`src/rtl/jtag_pkg.sv`:
```
// rtl/jtag_pkg.sv - TAP state encoding and default instruction constants
package jtag_pkg;

  typedef enum logic [3:0] {
    TEST_LOGIC_RESET = 4'd0,
    RUN_TEST_IDLE    = 4'd1,
    SELECT_DR_SCAN   = 4'd2,
    CAPTURE_DR       = 4'd3,
    SHIFT_DR         = 4'd4,
    EXIT1_DR         = 4'd5,
    PAUSE_DR         = 4'd6,
    EXIT2_DR         = 4'd7,
    UPDATE_DR        = 4'd8,
    SELECT_IR_SCAN   = 4'd9,
    CAPTURE_IR       = 4'd10,
    SHIFT_IR         = 4'd11,
    EXIT1_IR         = 4'd12,
    PAUSE_IR         = 4'd13,
    EXIT2_IR         = 4'd14,
    UPDATE_IR        = 4'd15
  } tap_state_t;

  localparam int          DEFAULT_IR_WIDTH      = 4;
  localparam int          DEFAULT_USER_DR_WIDTH = 8;
  localparam logic [31:0] DEFAULT_IDCODE        = 32'h000FAF01;
  localparam logic [3:0]  DEFAULT_INSTR_IDCODE  = 4'b1110;
  localparam logic [3:0]  DEFAULT_INSTR_USER    = 4'b1010;
  localparam logic [3:0]  DEFAULT_INSTR_BYPASS  = 4'b1111;

endpackage

```
`src/rtl/jtag_tap_param_if.sv`:
```
// rtl/jtag_tap_param_if.sv - JTAG pin and debug-side signal bundle
interface jtag_tap_param_if #(
  parameter int IR_WIDTH      = 4,
  parameter int USER_DR_WIDTH = 8
);
  import jtag_pkg::*;

  logic                     enable;
  logic                     tms;
  logic                     tdi;
  logic                     tdo;
  logic                     tdo_en;
  tap_state_t               tap_state;
  logic [IR_WIDTH-1:0]      ir_value;
  logic [USER_DR_WIDTH-1:0] user_dr_in;
  logic [USER_DR_WIDTH-1:0] user_dr_out;
  logic                     user_dr_update;

  // master drives the pins, slave is the TAP itself
  modport master (
    output enable, tms, tdi, user_dr_in,
    input  tdo, tdo_en, tap_state, ir_value, user_dr_out, user_dr_update
  );

  modport slave (
    input  enable, tms, tdi, user_dr_in,
    output tdo, tdo_en, tap_state, ir_value, user_dr_out, user_dr_update
  );

endinterface

```
`src/rtl/jtag_tap_fsm.sv`:
```
// rtl/jtag_tap_fsm.sv - 16-state TAP controller driven by tms
module jtag_tap_fsm
  import jtag_pkg::*;
(
  input  logic       tck,
  input  logic       trst,
  input  logic       enable,
  input  logic       tms,
  output tap_state_t state,
  output tap_state_t next_state
);

  // state register; enable=0 freezes the controller
  always_ff @(posedge tck) begin
    if (trst) begin
      state <= TEST_LOGIC_RESET;
    end else if (enable) begin
      state <= next_state;
    end
  end

  // standard TAP transition graph
  always_comb begin
    next_state = TEST_LOGIC_RESET;
    case (state)
      TEST_LOGIC_RESET: next_state = tms ? TEST_LOGIC_RESET : RUN_TEST_IDLE;
      RUN_TEST_IDLE:    next_state = tms ? SELECT_DR_SCAN   : RUN_TEST_IDLE;
      SELECT_DR_SCAN:   next_state = tms ? SELECT_IR_SCAN   : CAPTURE_DR;
      CAPTURE_DR:       next_state = tms ? EXIT1_DR         : SHIFT_DR;
      SHIFT_DR:         next_state = tms ? EXIT1_DR         : SHIFT_DR;
      EXIT1_DR:         next_state = tms ? UPDATE_DR        : PAUSE_DR;
      PAUSE_DR:         next_state = tms ? EXIT2_DR         : PAUSE_DR;
      EXIT2_DR:         next_state = tms ? UPDATE_DR        : SHIFT_DR;
      UPDATE_DR:        next_state = tms ? SELECT_DR_SCAN   : RUN_TEST_IDLE;
      SELECT_IR_SCAN:   next_state = tms ? TEST_LOGIC_RESET : CAPTURE_IR;
      CAPTURE_IR:       next_state = tms ? EXIT1_IR         : SHIFT_IR;
      SHIFT_IR:         next_state = tms ? EXIT1_IR         : SHIFT_IR;
      EXIT1_IR:         next_state = tms ? UPDATE_IR        : PAUSE_IR;
      PAUSE_IR:         next_state = tms ? EXIT2_IR         : PAUSE_IR;
      EXIT2_IR:         next_state = tms ? UPDATE_IR        : SHIFT_IR;
      UPDATE_IR:        next_state = tms ? SELECT_DR_SCAN   : RUN_TEST_IDLE;
      default:          next_state = TEST_LOGIC_RESET;
    endcase
  end

endmodule

```
`src/rtl/jtag_tap_param.sv`:
```
// rtl/jtag_tap_param.sv - parametrised TAP with IDCODE, BYPASS and USER data registers
module jtag_tap_param
  import jtag_pkg::*;
#(
  parameter int                  IR_WIDTH      = DEFAULT_IR_WIDTH,
  parameter logic [31:0]         IDCODE_VALUE  = DEFAULT_IDCODE,
  parameter int                  USER_DR_WIDTH = DEFAULT_USER_DR_WIDTH,
  parameter logic [IR_WIDTH-1:0] INSTR_IDCODE  = DEFAULT_INSTR_IDCODE,
  parameter logic [IR_WIDTH-1:0] INSTR_USER    = DEFAULT_INSTR_USER,
  parameter logic [IR_WIDTH-1:0] INSTR_BYPASS  = DEFAULT_INSTR_BYPASS
) (
  input  logic            tck,
  input  logic            trst,
  jtag_tap_param_if.slave bus
);

  localparam logic [IR_WIDTH-1:0] IR_CAPTURE = IR_WIDTH'(2'b01);

  tap_state_t               state;
  tap_state_t               next_state;
  logic [IR_WIDTH-1:0]      ir_chain;
  logic [IR_WIDTH-1:0]      ir_value;
  logic [31:0]              idcode_chain;
  logic                     bypass_reg;
  logic [USER_DR_WIDTH-1:0] user_chain;
  logic [USER_DR_WIDTH-1:0] user_shift;
  logic [USER_DR_WIDTH-1:0] user_dr_out;
  logic                     user_dr_update;
  logic                     sel_bypass;
  logic                     sel_idcode;
  logic                     sel_user;
  logic                     dr_bit;

  jtag_tap_fsm u_fsm (
    .tck        (tck),
    .trst       (trst),
    .enable     (bus.enable),
    .tms        (bus.tms),
    .state      (state),
    .next_state (next_state)
  );

  // routing follows the updated instruction only; the bypass code wins any overlap
  assign sel_bypass = (ir_value == INSTR_BYPASS) ||
                      !((ir_value == INSTR_IDCODE) || (ir_value == INSTR_USER));
  assign sel_idcode = !sel_bypass && (ir_value == INSTR_IDCODE);
  assign sel_user   = !sel_bypass && !sel_idcode;

  // a one-bit USER chain has no upper slice to keep
  generate
    if (USER_DR_WIDTH == 1) begin : g_user_one
      assign user_shift = bus.tdi;
    end else begin : g_user_wide
      assign user_shift = {bus.tdi, user_chain[USER_DR_WIDTH-1:1]};
    end
  endgenerate

  // capture / shift / update of the IR and DR chains
  always_ff @(posedge tck) begin
    if (trst) begin
      ir_chain       <= '0;
      idcode_chain   <= '0;
      bypass_reg     <= 1'b0;
      user_chain     <= '0;
      ir_value       <= INSTR_IDCODE;
      user_dr_out    <= '0;
      user_dr_update <= 1'b0;
    end else if (!bus.enable) begin
      user_dr_update <= 1'b0;
    end else begin
      user_dr_update <= 1'b0;
      case (state)
        CAPTURE_IR: ir_chain <= IR_CAPTURE;
        SHIFT_IR:   ir_chain <= {bus.tdi, ir_chain[IR_WIDTH-1:1]};
        UPDATE_IR:  ir_value <= ir_chain;
        CAPTURE_DR: begin
          if (sel_idcode)    idcode_chain <= IDCODE_VALUE;
          else if (sel_user) user_chain   <= bus.user_dr_in;
          else               bypass_reg   <= 1'b0;
        end
        SHIFT_DR: begin
          if (sel_idcode)    idcode_chain <= {bus.tdi, idcode_chain[31:1]};
          else if (sel_user) user_chain   <= user_shift;
          else               bypass_reg   <= bus.tdi;
        end
        UPDATE_DR: begin
          if (sel_user) begin
            user_dr_out    <= user_chain;
            user_dr_update <= 1'b1;
          end
        end
        default: ;
      endcase
      if (next_state == TEST_LOGIC_RESET) begin
        ir_value <= INSTR_IDCODE;
      end
    end
  end

  // serial output: LSB of whichever chain is being shifted
  always_comb begin
    dr_bit = bypass_reg;
    if (sel_idcode)    dr_bit = idcode_chain[0];
    else if (sel_user) dr_bit = user_chain[0];
  end

  assign bus.tdo            = (state == SHIFT_IR) ? ir_chain[0] :
                              (state == SHIFT_DR) ? dr_bit : 1'b0;
  assign bus.tdo_en         = (state == SHIFT_IR) || (state == SHIFT_DR);
  assign bus.tap_state      = state;
  assign bus.ir_value       = ir_value;
  assign bus.user_dr_out    = user_dr_out;
  assign bus.user_dr_update = user_dr_update;

endmodule

```
`src/flat_wrapper.sv`:
```
// flat-port wrapper written by rule: the top's interface ports become plain ports
module jtag_tap_param_flat import jtag_pkg::*;
#(
  parameter int                  IR_WIDTH      = DEFAULT_IR_WIDTH,
  parameter logic [31:0]         IDCODE_VALUE  = DEFAULT_IDCODE,
  parameter int                  USER_DR_WIDTH = DEFAULT_USER_DR_WIDTH,
  parameter logic [IR_WIDTH-1:0] INSTR_IDCODE  = DEFAULT_INSTR_IDCODE,
  parameter logic [IR_WIDTH-1:0] INSTR_USER    = DEFAULT_INSTR_USER,
  parameter logic [IR_WIDTH-1:0] INSTR_BYPASS  = DEFAULT_INSTR_BYPASS
)
  (tck, trst, bus_enable, bus_tms, bus_tdi, bus_user_dr_in, bus_tdo, bus_tdo_en, bus_tap_state, bus_ir_value, bus_user_dr_out, bus_user_dr_update);
  jtag_tap_param_if #(.IR_WIDTH(IR_WIDTH), .USER_DR_WIDTH(USER_DR_WIDTH)) bus_i ();
  input  logic tck;
  input  logic trst;
  input wire logic [$bits(bus_i.enable)-1:0] bus_enable;
  input wire logic [$bits(bus_i.tms)-1:0] bus_tms;
  input wire logic [$bits(bus_i.tdi)-1:0] bus_tdi;
  input wire logic [$bits(bus_i.user_dr_in)-1:0] bus_user_dr_in;
  output wire logic [$bits(bus_i.tdo)-1:0] bus_tdo;
  output wire logic [$bits(bus_i.tdo_en)-1:0] bus_tdo_en;
  output wire logic [$bits(bus_i.tap_state)-1:0] bus_tap_state;
  output wire logic [$bits(bus_i.ir_value)-1:0] bus_ir_value;
  output wire logic [$bits(bus_i.user_dr_out)-1:0] bus_user_dr_out;
  output wire logic [$bits(bus_i.user_dr_update)-1:0] bus_user_dr_update;
  assign bus_i.enable = bus_enable;
  assign bus_i.tms = bus_tms;
  assign bus_i.tdi = bus_tdi;
  assign bus_i.user_dr_in = bus_user_dr_in;
  assign bus_tdo = bus_i.tdo;
  assign bus_tdo_en = bus_i.tdo_en;
  assign bus_tap_state = bus_i.tap_state;
  assign bus_ir_value = bus_i.ir_value;
  assign bus_user_dr_out = bus_i.user_dr_out;
  assign bus_user_dr_update = bus_i.user_dr_update;
  jtag_tap_param #(.IR_WIDTH(IR_WIDTH), .IDCODE_VALUE(IDCODE_VALUE), .USER_DR_WIDTH(USER_DR_WIDTH), .INSTR_IDCODE(INSTR_IDCODE), .INSTR_USER(INSTR_USER), .INSTR_BYPASS(INSTR_BYPASS)) u_core (.tck(tck), .trst(trst), .bus(bus_i));
endmodule
```
`config.mk`:
```
export PLATFORM = sky130hd
export DESIGN_NAME = jtag_tap_param_flat
export DESIGN_NICKNAME = d
export VERILOG_FILES = /design/src/rtl/jtag_pkg.sv /design/src/rtl/jtag_tap_param_if.sv /design/src/rtl/jtag_tap_fsm.sv /design/src/rtl/jtag_tap_param.sv /design/src/flat_wrapper.sv
export SDC_FILE = /design/constraint.sdc
export NUM_CORES = 1
export LEC_CHECK = 0
export CAP_MARGIN = 20
export CORE_MARGIN = 4
export CORE_UTILIZATION = 34
export DETAILED_ROUTE_END_ITERATION = 7
export PLACE_DENSITY_LB_ADDON = 0.3
export REMOVE_ABC_BUFFERS = 1
export SETUP_SLACK_MARGIN = 0.15
export SYNTH_ARGS = -nofsm -noshare
export SYNTH_HDL_FRONTEND = slang
export SYNTH_HIERARCHICAL = 1
export SYNTH_SLANG_ARGS = --single-unit
```
`constraint.sdc`:
```
create_clock -name tck -period 6.1 [get_ports tck]
set_clock_uncertainty 0.05 [all_clocks]
set_input_delay 1.525 -clock tck [delete_from_list [all_inputs] [get_ports tck]]
set_output_delay 1.525 -clock tck [all_outputs]
set_load 0.02 [all_outputs]
```
==> summary.md <==
| Metric | Value |
|---|---|
| Status | complete, no violations |
| FF-to-FF path depth | 4 |
| Nets@finish | 372 |
| Hold_ws | 0.410 ns |
| Combinational family with the most area after synthesis | simple AND/OR/NAND/NOR gates |
| Post-Syn Area | 3280 um^2 |
| Final Hold Violating Endpoints | 0 |
| Fin Setup TNS | 0 ns |
| Largest register by flop count | u_core/idcode_chain |
| Initial antenna violation count | 0 |
| Area growth syn-to-layout | 16.1% |
| Slew Limit Fails | 0 |
| Reg2reg end | u_core/idcode_chain[12]$_SDFFE_PP0P_ |
| Cell Pwr Density | 223 nW/um^2 |
| Top Ports | 32 |
| Critical Path End | bus_tdo |
| Fin worst setup slack | 1.31 ns |
| Post-Syn Instances | 340 |
| Adder-cell share of the synthesized area | 0% |
| Rows | 35 |
| Die X | 106 um |
| Mux cell area share after synthesis | 17.6% |
| RSZ-0062 raised after global routing | no |
| Fin crit share | 78.5% |
| CP Capture Type | primary output |
| Top cell type's share of synthesized area | 37.9% |
| Share of cells above drive strength 1 | 13.5% |
| Placeable core area | 9330 um^2 |
| Async S/R FF share, synth | 0% |
| Cells after DPL | 477 |
| Routed via count | 2487 |
| # hold bufs at CTS | 0 |
| Die area | 11300 um^2 |
| Iter 0 DRT Violations | 123 |
| Worst-margin pin slew | 0.802 ns |
| Total Routing Usage GR | 12.7% |
| CTS root buffer | clkbuf_8 |
| Post-Synth Simple-Gate Area | 25.2% |
| GP Congestion | 0.752 |
| Max_slew headroom | 46.4% |
| Die height | 106 um |
| Register area share after synthesis | 37.9% |
| Min-Delay Path Class | reg2reg |
| Post-CTS Resized | 0 |
| Clock Tree Buf Depth | 2 |
| Initial Utilization | 35.1% |
| TritonCTS Buffers | 9 |
| Non-filler cells, final | 493 |
| Top post-synthesis cells by count | dfxtp_1 (62), nor2b_1 (31), mux2i_1 (30) |
| Yosys warning count | 6 |
| Place WS | 1.70 ns |
| Post-synth EDFFs | 0 |
| Vias per cell | 5.04 |
| Worst path arrival time | 3.21 ns |
| Max-Cap Viols | 0 |
| Leak pwr | 1.44 nW |
| WHS Path Cells | 2 |
| WL/cell | 13.9 um |
| Number of global-route vias before repair | 2362 |
| Synth area leaders | dfxtp_1 (38%), mux2i_1 (9.2%), nor2b_1 (5.9%) |
| Post-synth cell types | 60 |
| GR Overflow Total | 0 |
| FF-to-FF Start | u_core/u_fsm/state[0]$_SDFFE_PP0P_ |
| Clock H-tree levels | 3 |
| Main flop type after synthesis | dfxtp_1 |
| Synth Area in Compound Gates | 13.4% |
| Final setup viols | 0 |
| Syn_area_per_cell | 9.64 um^2 |
| # diodes | 0 |
| Clock-pin slew on the worst setup and hold paths | 0.07 ns |
| Hpwl dp | 4340 um |
| Post-CTS Setup Inserts | 0 |
| Worst Setup Start Kind | register |
| Port Buffers | 31 |
| Hold path start | u_core/bypass_reg$_SDFFE_PP0P_ |
| Fin crit period | 4.79 ns |
| XOR/XNOR Fraction of Synth Area | 0.267% |
| Largest net degree at the start of global routing | 36 |
| Clk_lat worst skew | 0.34 ns |
| CTS tree | yes |
| Global-route wire length before repair | 11700 um |
| Number of flip-flops in the largest register | 32 |
| Top Registers | u_core/idcode_chain (32), u_core/bus.user_dr_out (8), u_core/user_chain (8) |
| Worst vdd ir | 0.117 mV |
| DRC | 0 |
| Top-count cell post-synth | dfxtp_1 |
| Total Wirelength | 6870 um |
| CP required | 4.53 ns |
| Clock sink count | 62 |
| Critical path fanouts, max | 32 |
| Post-synthesis register bit count | 62 |
| TritonRoute pass-1 iters | 4 |
| Fmax | 209 MHz |
| Synth area leader | dfxtp_1 |
| Post-route ant nets | 0 |
| CP Class | reg2out |
| Crit. Startpoint | u_core/u_fsm/state[2]$_SDFFE_PP0P_ |
| Setup slack, reg-to-reg | 3.38 ns |
## worst max-delay path, cell delays in order (launching register included)
cell and delay [ns]:
dfxtp_1 0.85, or4b_2 1.03, o21ai_0 0.33, clkdlybuf4s50_1 0.65
## stage by stage
stage / total power, mW / util, % / area, um^2
2_1_floorplan: 0.463 / - / 3110
3_3_place_gp: 0.493 / 38.7 / 3610
3_5_place_dp: 0.493 / 38.7 / 3610
4_1_cts: 0.857 / 40.8 / 3810
5_1_grt: 0.886 / 40.8 / 3810
6_report: 0.848 / 40.8 / 3810
## cell families after synthesis
family,after synthesis
DFF,62
buffers and inverters,32
and+or+nand+nor,136
muxes,51
AOI/OAI and AO/OA,58
xor gates and xnor gates,1
## power by group
group          switching (mW)  internal (mW)  total, mW  leakage [nW]
sequential            0.00773          0.409      0.417         0.500
combinational          0.0377         0.0297     0.0674         0.849
clock                   0.172          0.192      0.364        0.0931
## worst min-delay path by stage
stage / end / slack [ns]
6_report: u_core/bypass_reg$_SDFFE_PP0P_ / 0.41
5_1_grt: u_core/bypass_reg$_SDFFE_PP0P_ / 0.44
4_1_cts: u_core/idcode_chain[16]$_SDFFE_PP0P_ / 0.41
3_5_place_dp: u_core/idcode_chain[16]$_SDFFE_PP0P_ / 0.40
3_3_place_gp: u_core/idcode_chain[19]$_SDFFE_PP0P_ / 0.39
2_1_floorplan: u_core/idcode_chain[10]$_SDFFE_PP0P_ / 0.38
## cell usage in the layout, fill, tap and decap left out, drive strengths merged, types with 3 or more instances in the layout
cell | Yosys | routed
dfxtp | 62 | 62
nor2b | 31 | 31
clkdlybuf4s50 | 0 | 30
mux2i | 30 | 30
nor2 | 22 | 22
o21ai | 22 | 22
mux2 | 21 | 21
nand2 | 20 | 20
nand2b | 18 | 18
o211ai | 11 | 11
nand3 | 10 | 10
clkbuf | 13 | 10
a32oi | 6 | 6
inv | 5 | 6
buf | 14 | 5
or3b | 4 | 4
nand3b | 3 | 3
a21oi | 3 | 3
nor3 | 3 | 3
nor4b | 3 | 3
## layout make-up
type	count	area, um^2
timing repair buffer	35	335
multi-input combinational	246	1850
sequential	62	1240
tap	129	161
clock buffer	10	128
inverter	5	18.8
fill	911	5520
clock inverter	6	71.3
## metal layers
| metal | up-vias | GRT usage (%) | part of all wire, % | wire length, um |
|---|---|---|---|---|
| li1 | 1263 | - | - | - |
| met1 | 1172 | 18.2 | 52 | 3540 |
| met2 | 45 | 17.7 | 43 | 2950 |
| met3 | 7 | 2.67 | 3.7 | 252 |
| met4 | 0 | 6.20 | 1.8 | 127 |
| met5 | - | 0 | 0 | 0 |
No activity file was read; power rests on OpenSTA's default activity.
